==> src/rtl/rv32_operand_stage.sv <==
// RV32I operand-fetch stage: decodes register and ALU-immediate instructions,
// reads operands from a local register file with writeback bypass, tracks
// in-flight destinations in a scoreboard, and hands operands to the ALU over a
// valid/ready handshake. Unsupported opcodes are dropped and counted.
module rv32_operand_stage #(
  parameter int DATA_WIDTH  = 32,
  parameter int INSTR_WIDTH = 32
) (
  input  logic                   Clk,
  input  logic                   RstN,
  input  logic                   InValid,
  output logic                   InReady,
  input  logic [INSTR_WIDTH-1:0] InInstr,
  output logic                   OutValid,
  input  logic                   OutReady,
  output logic [DATA_WIDTH-1:0]  AluOp1,
  output logic [DATA_WIDTH-1:0]  AluOp2,
  output logic [INSTR_WIDTH-1:0] Instr,
  output logic [4:0]             OutRd,
  input  logic                   WbValid,
  input  logic [4:0]             WbRd,
  input  logic [DATA_WIDTH-1:0]  WbData,
  output logic                   Busy,
  output logic [7:0]             DropCnt
);

  localparam logic [6:0] OP_MATH     = 7'b0110011;
  localparam logic [6:0] OP_MATH_IMM = 7'b0010011;

  logic [DATA_WIDTH-1:0] regfile [32];
  logic [31:0]           scoreboard;
  logic [31:0]           scoreboard_next;

  logic [6:0]            opcode;
  logic [4:0]            rs1;
  logic [4:0]            rs2;
  logic [4:0]            rd;
  logic                  is_math;
  logic                  is_math_imm;
  logic                  supported;
  logic                  rs1_pending;
  logic                  rs2_pending;
  logic                  rd_pending;
  logic                  hazard;
  logic                  accept;
  logic                  issue;
  logic [DATA_WIDTH-1:0] rs1_value;
  logic [DATA_WIDTH-1:0] rs2_value;
  logic [DATA_WIDTH-1:0] imm_value;
  logic                  wb_write;

  assign opcode      = InInstr[6:0];
  assign rs1         = InInstr[19:15];
  assign rs2         = InInstr[24:20];
  assign rd          = InInstr[11:7];
  assign is_math     = (opcode == OP_MATH);
  assign is_math_imm = (opcode == OP_MATH_IMM);
  assign supported   = is_math || is_math_imm;
  assign imm_value   = {{(DATA_WIDTH-12){InInstr[31]}}, InInstr[31:20]};
  assign wb_write    = WbValid && (WbRd != 5'd0);

  // A writeback landing this cycle already resolves its scoreboard bit
  assign rs1_pending = scoreboard[rs1] && !(WbValid && (WbRd == rs1));
  assign rs2_pending = scoreboard[rs2] && !(WbValid && (WbRd == rs2));
  assign rd_pending  = scoreboard[rd]  && !(WbValid && (WbRd == rd));
  assign hazard      = supported && (rs1_pending || (is_math && rs2_pending) || rd_pending);

  assign InReady = (!OutValid || OutReady) && !hazard;
  assign accept  = InValid && InReady;
  assign issue   = accept && supported;
  assign Busy    = |scoreboard;

  // Operand read: x0 is hardwired zero, same-cycle writeback data bypasses the file
  always_comb begin
    rs1_value = regfile[rs1];
    rs2_value = regfile[rs2];
    if (rs1 == 5'd0) begin
      rs1_value = '0;
    end else if (WbValid && (WbRd == rs1)) begin
      rs1_value = WbData;
    end
    if (rs2 == 5'd0) begin
      rs2_value = '0;
    end else if (WbValid && (WbRd == rs2)) begin
      rs2_value = WbData;
    end
  end

  // Scoreboard update: writeback clears first so a same-cycle issue to that rd wins
  always_comb begin
    scoreboard_next = scoreboard;
    if (WbValid) begin
      scoreboard_next[WbRd] = 1'b0;
    end
    if (issue && (rd != 5'd0)) begin
      scoreboard_next[rd] = 1'b1;
    end
    scoreboard_next[0] = 1'b0;
  end

  // Register file write port, x0 writes are ignored
  always_ff @(posedge Clk or negedge RstN) begin
    if (!RstN) begin
      for (int i = 0; i < 32; i++) begin
        regfile[i] <= '0;
      end
    end else if (wb_write) begin
      regfile[WbRd] <= WbData;
    end
  end

  // Scoreboard state
  always_ff @(posedge Clk or negedge RstN) begin
    if (!RstN) begin
      scoreboard <= '0;
    end else begin
      scoreboard <= scoreboard_next;
    end
  end

  // Output registers: load on issue, hold while stalled, drop valid once consumed
  always_ff @(posedge Clk or negedge RstN) begin
    if (!RstN) begin
      OutValid <= 1'b0;
      AluOp1   <= '0;
      AluOp2   <= '0;
      Instr    <= '0;
      OutRd    <= '0;
    end else if (issue) begin
      OutValid <= 1'b1;
      AluOp1   <= rs1_value;
      AluOp2   <= is_math ? rs2_value : imm_value;
      Instr    <= InInstr;
      OutRd    <= rd;
    end else if (OutReady) begin
      OutValid <= 1'b0;
    end
  end

  // Saturating count of discarded unsupported instructions
  always_ff @(posedge Clk or negedge RstN) begin
    if (!RstN) begin
      DropCnt <= '0;
    end else if (accept && !supported && (DropCnt != 8'hFF)) begin
      DropCnt <= DropCnt + 8'd1;
    end
  end

endmodule

==> config.mk <==
export PLATFORM = sky130hd
export DESIGN_NAME = rv32_operand_stage
export DESIGN_NICKNAME = d
export VERILOG_FILES = /design/src/rtl/rv32_operand_stage.sv
export SDC_FILE = /design/constraint.sdc
export NUM_CORES = 2
export LEC_CHECK = 0
export CORE_MARGIN = 8
export CORE_UTILIZATION = 65
export CTS_BUF_LIST = sky130_fd_sc_hd__clkbuf_8
export DETAILED_ROUTE_END_ITERATION = 16
export PLACE_DENSITY = 0.84
export SLEW_MARGIN = 25
export SYNTH_ARGS = -nofsm -noshare
export SYNTH_HDL_FRONTEND = slang
export SYNTH_SLANG_ARGS = --single-unit
==> constraint.sdc <==
create_clock -name Clk -period 5.79 [get_ports Clk]
set_input_delay 1.158 -clock Clk [delete_from_list [all_inputs] [get_ports Clk]]
set_output_delay 1.158 -clock Clk [all_outputs]
set_load 0.01 [all_outputs]
==> metrics <==
DR DRC count=0; CTS tree=yes; number of synthesized flops with an enable pin=0; # resized after CTS=0; leak pwr=between 20 and 30 nW; Core Region=between 0.09 and 0.1 mm²; Final Hold Fails=0; Peak VDD IR=about 260 µV; max_slew headroom=0.2338; FP Rows=around 110; final hold slack=around 0.35 ns; Post-layout nets=roughly 4200; Synth-to-Final Area Change=10.64%; clock transition at the registers of the reported paths=approximately 0.06 ns; number of port buffers=around 190; Post-Place Cell Area=0.06438 mm²; Syn Area/Cell=around 15 µm²; Worst R2R Setup Slack=around 2.5 ns; f_max=~190 MHz; CP Capture Type=output pin; Synth area leaders=dfrtp_1, mux2_2, mux4_2; cell count along the critical path=9; initial antenna violation count=7; crit path to=InReady; largest net degree at the start of global routing=between 100 and 150; TritonRoute pass-1 iters=6; Initial DRC Count=about 5000; worst skew pair latency=between 0.8 and 0.9 ns; sequential cell area fraction in the yosys report=0.4712; CP startpoint=InInstr[8]; pre-CTS setup slack=0.5883 ns; final period utilization=0.9054; total CTS buffers=~190; Crit path top cell by count=clkdlybuf4s50_1; final wirelength=around 180000 µm; Yosys warning count=0; RSZ-0062 raised after global routing=no; fin area=slightly below 0.07 mm²; Total GRT Usage=0.3469; max-cap violations=0; prevailing post-synth register cell=dfrtp_1; worst path cell trace=clkdlybuf4s50_1 > buf_4 > mux2i_1 > o22ai_1 > nor3_1 > a2bb2oi_1 > o211ai_1 > a21boi_0 > clkdlybuf4s50_1; Worst setup SP type=input pin; clk sinks=1160; Final HPWL DP=between 100000 and 150000 µm; total number of vias=41251; clock root buffer=clkbuf_8; Buf+Inv Stages, Crit Path=3; Yosys top cell by area=dfrtp_1; status=finished clean; # setup viols final=0; Synth async-reset ratio=1.000; max-slew violations=0; Critical R2R Capture=AluOp1[7]$_DFFE_PN0P_; Initial Utilization=0.6522; Unique masters post-synth=70; crit-path max FO=12; antenna-violating nets left=0; Die X=between 300 and 400 µm; GRT overflow=0; via/cell ratio=between 7 and 8; total setup buffers inserted after CTS=0; max incr delay on CP=~0.80 ns; fillers=about 6000; CP delay by family, top=buffers and inverters; Worst-Margin Slew=1.143 ns; Crit Path Category=in2out; CP arrival=between 4 and 5 ns; Inst Count DP=~5300; die area=between 0.1 and 0.15 mm²; worst hold path class=in2async; hold buffers post-CTS=0; CP Data Required Time=about 4.6 ns; vias in the first global route=42751; Min Clock Period, post-route=~5.2 ns; setup TNS=0 ns; FF-to-FF Start=scoreboard[15]$_DFF_PN0_; post-synth top area share=0.4712; clk buf depth=3; Final Non-Filler Cells=approximately 5600; power per cell area=between 300 and 400 mW/mm²; Tot Pwr=around 22 mW; Die H=~320 µm; # IOs=186; Synth Cell Area=between 0.06 and 0.07 mm²; Avg WL per Cell=32.37 µm; Syn Inst Count=around 4100; Layout Skew=between 0.05 and 0.06 ns; syn nets=between 4000 and 5000; first-pass GRT wire length=between 200000 and 300000 µm; synthesized flop and latch total=1160; layout cells sized above 1=0.4692; Core Util, Final=0.7216; H-tree Lvls=4; worst setup margin=approximately 0.55 ns; Reg2Reg Depth=7; CP max-delay cell=clkdlybuf4s50_1; Final GP Congestion=between 0.9 and 1
area by class of cell:
| class | count | area, µm² | share of cell area |
|---|---|---|---|
| sequential | 1160 | 29030 | 0.4259 |
| antenna | 6 | 15.01 | 0.0002203 |
| clock buffer | 238 | 3276 | 0.04806 |
| tap | 1265 | 1583 | 0.02322 |
| multi-input combinational | 2450 | 30430 | 0.4465 |
| inverter | 61 | 235.2 | 0.003452 |
| timing repair buffer | 314 | 3043 | 0.04465 |
| clock inverter | 93 | 543.0 | 0.007968 |
cells by family after synthesis:
kind of cell / count (synthesis) / synth area share
xor+xnor: 21 / 0.002986
buf+inv: 534 / 0.03863
mux: 1828 / 0.4185
flops: 1160 / 0.4712
compound gates: 385 / 0.05011
simple gates: 215 / 0.01828
fa+ha+maj: 1 / 0.0002031
cells in the final DEF, fill, tap and decap left out, types with 13 or more instances in the layout:
cell type	Yosys	layout
mux2i_1	269	269
o21ai_0	50	50
clkbuf_8	0	238
a211oi_1	15	15
nand2b_1	13	13
mux2_2	1061	1061
a22o_1	33	33
a221oi_1	105	105
a2111oi_0	63	63
a222oi_1	15	15
mux4_2	490	490
xnor2_1	13	13
nor2_4	0	17
nand2_1	39	24
clkinv_2	0	18
nor4_1	22	22
buf_12	0	22
buf_2	72	14
buf_4	31	110
clkdlybuf4s50_1	0	163
inv_1	58	118
nor2_1	57	40
dfrtp_1	1160	1160
a22oi_1	49	49
worst min-delay path by stage:
stage	slack, ns	endpoint	cells past startpoint	from
4_1_cts	0.35	regfile[100]$_DFFE_PN0P_	1	RstN
3_5_place_dp	0.39	regfile[1003]$_DFFE_PN0P_	0	regfile[1003]$_DFFE_PN0P_
3_3_place_gp	0.38	regfile[994]$_DFFE_PN0P_	0	regfile[994]$_DFFE_PN0P_
2_1_floorplan	0.44	regfile[992]$_DFFE_PN0P_	1	regfile[992]$_DFFE_PN0P_
6_report	0.35	regfile[74]$_DFFE_PN0P_	1	RstN
5_1_grt	0.39	regfile[74]$_DFFE_PN0P_	1	RstN
registers in the layout (all words and copies together) (netlist names):
register	count
AluOp1	32
OutValid	1
scoreboard	31
AluOp2	32
Instr	28
DropCnt	8
regfile	1024
OutRd	4
cell usage after synthesis (all sizes together), types with 13 or more instances:
master,number
a2111oi,63
a211oi,15
a221oi,105
a222oi,15
a22o,33
a22oi,49
buf,179
clkbuf,294
dfrtp,1160
inv,59
mux2,1068
mux2i,269
mux4,491
nand2,39
nand2b,13
nor2,57
nor3,13
nor4,23
o21ai,50
xnor2,13
routing by layer:
layer / vias to the layer above / global-route usage / share of wire
li1: 16217 / - / -
met1: 21668 / 0.4597 / 0.36
met2: 2689 / 0.5291 / 0.47
met3: 675 / 0.08984 / 0.11
met4: 2 / 0.1885 / 0.059
met5: - / 0 / 0.000072
report_power, final:
group | switching, mW | internal (mW)
Combinational | 1.77 | 2.75
Clock | 3.39 | 3.86
Sequential | 1.09 | 9.55
Power figures use the tool's default switching activity.
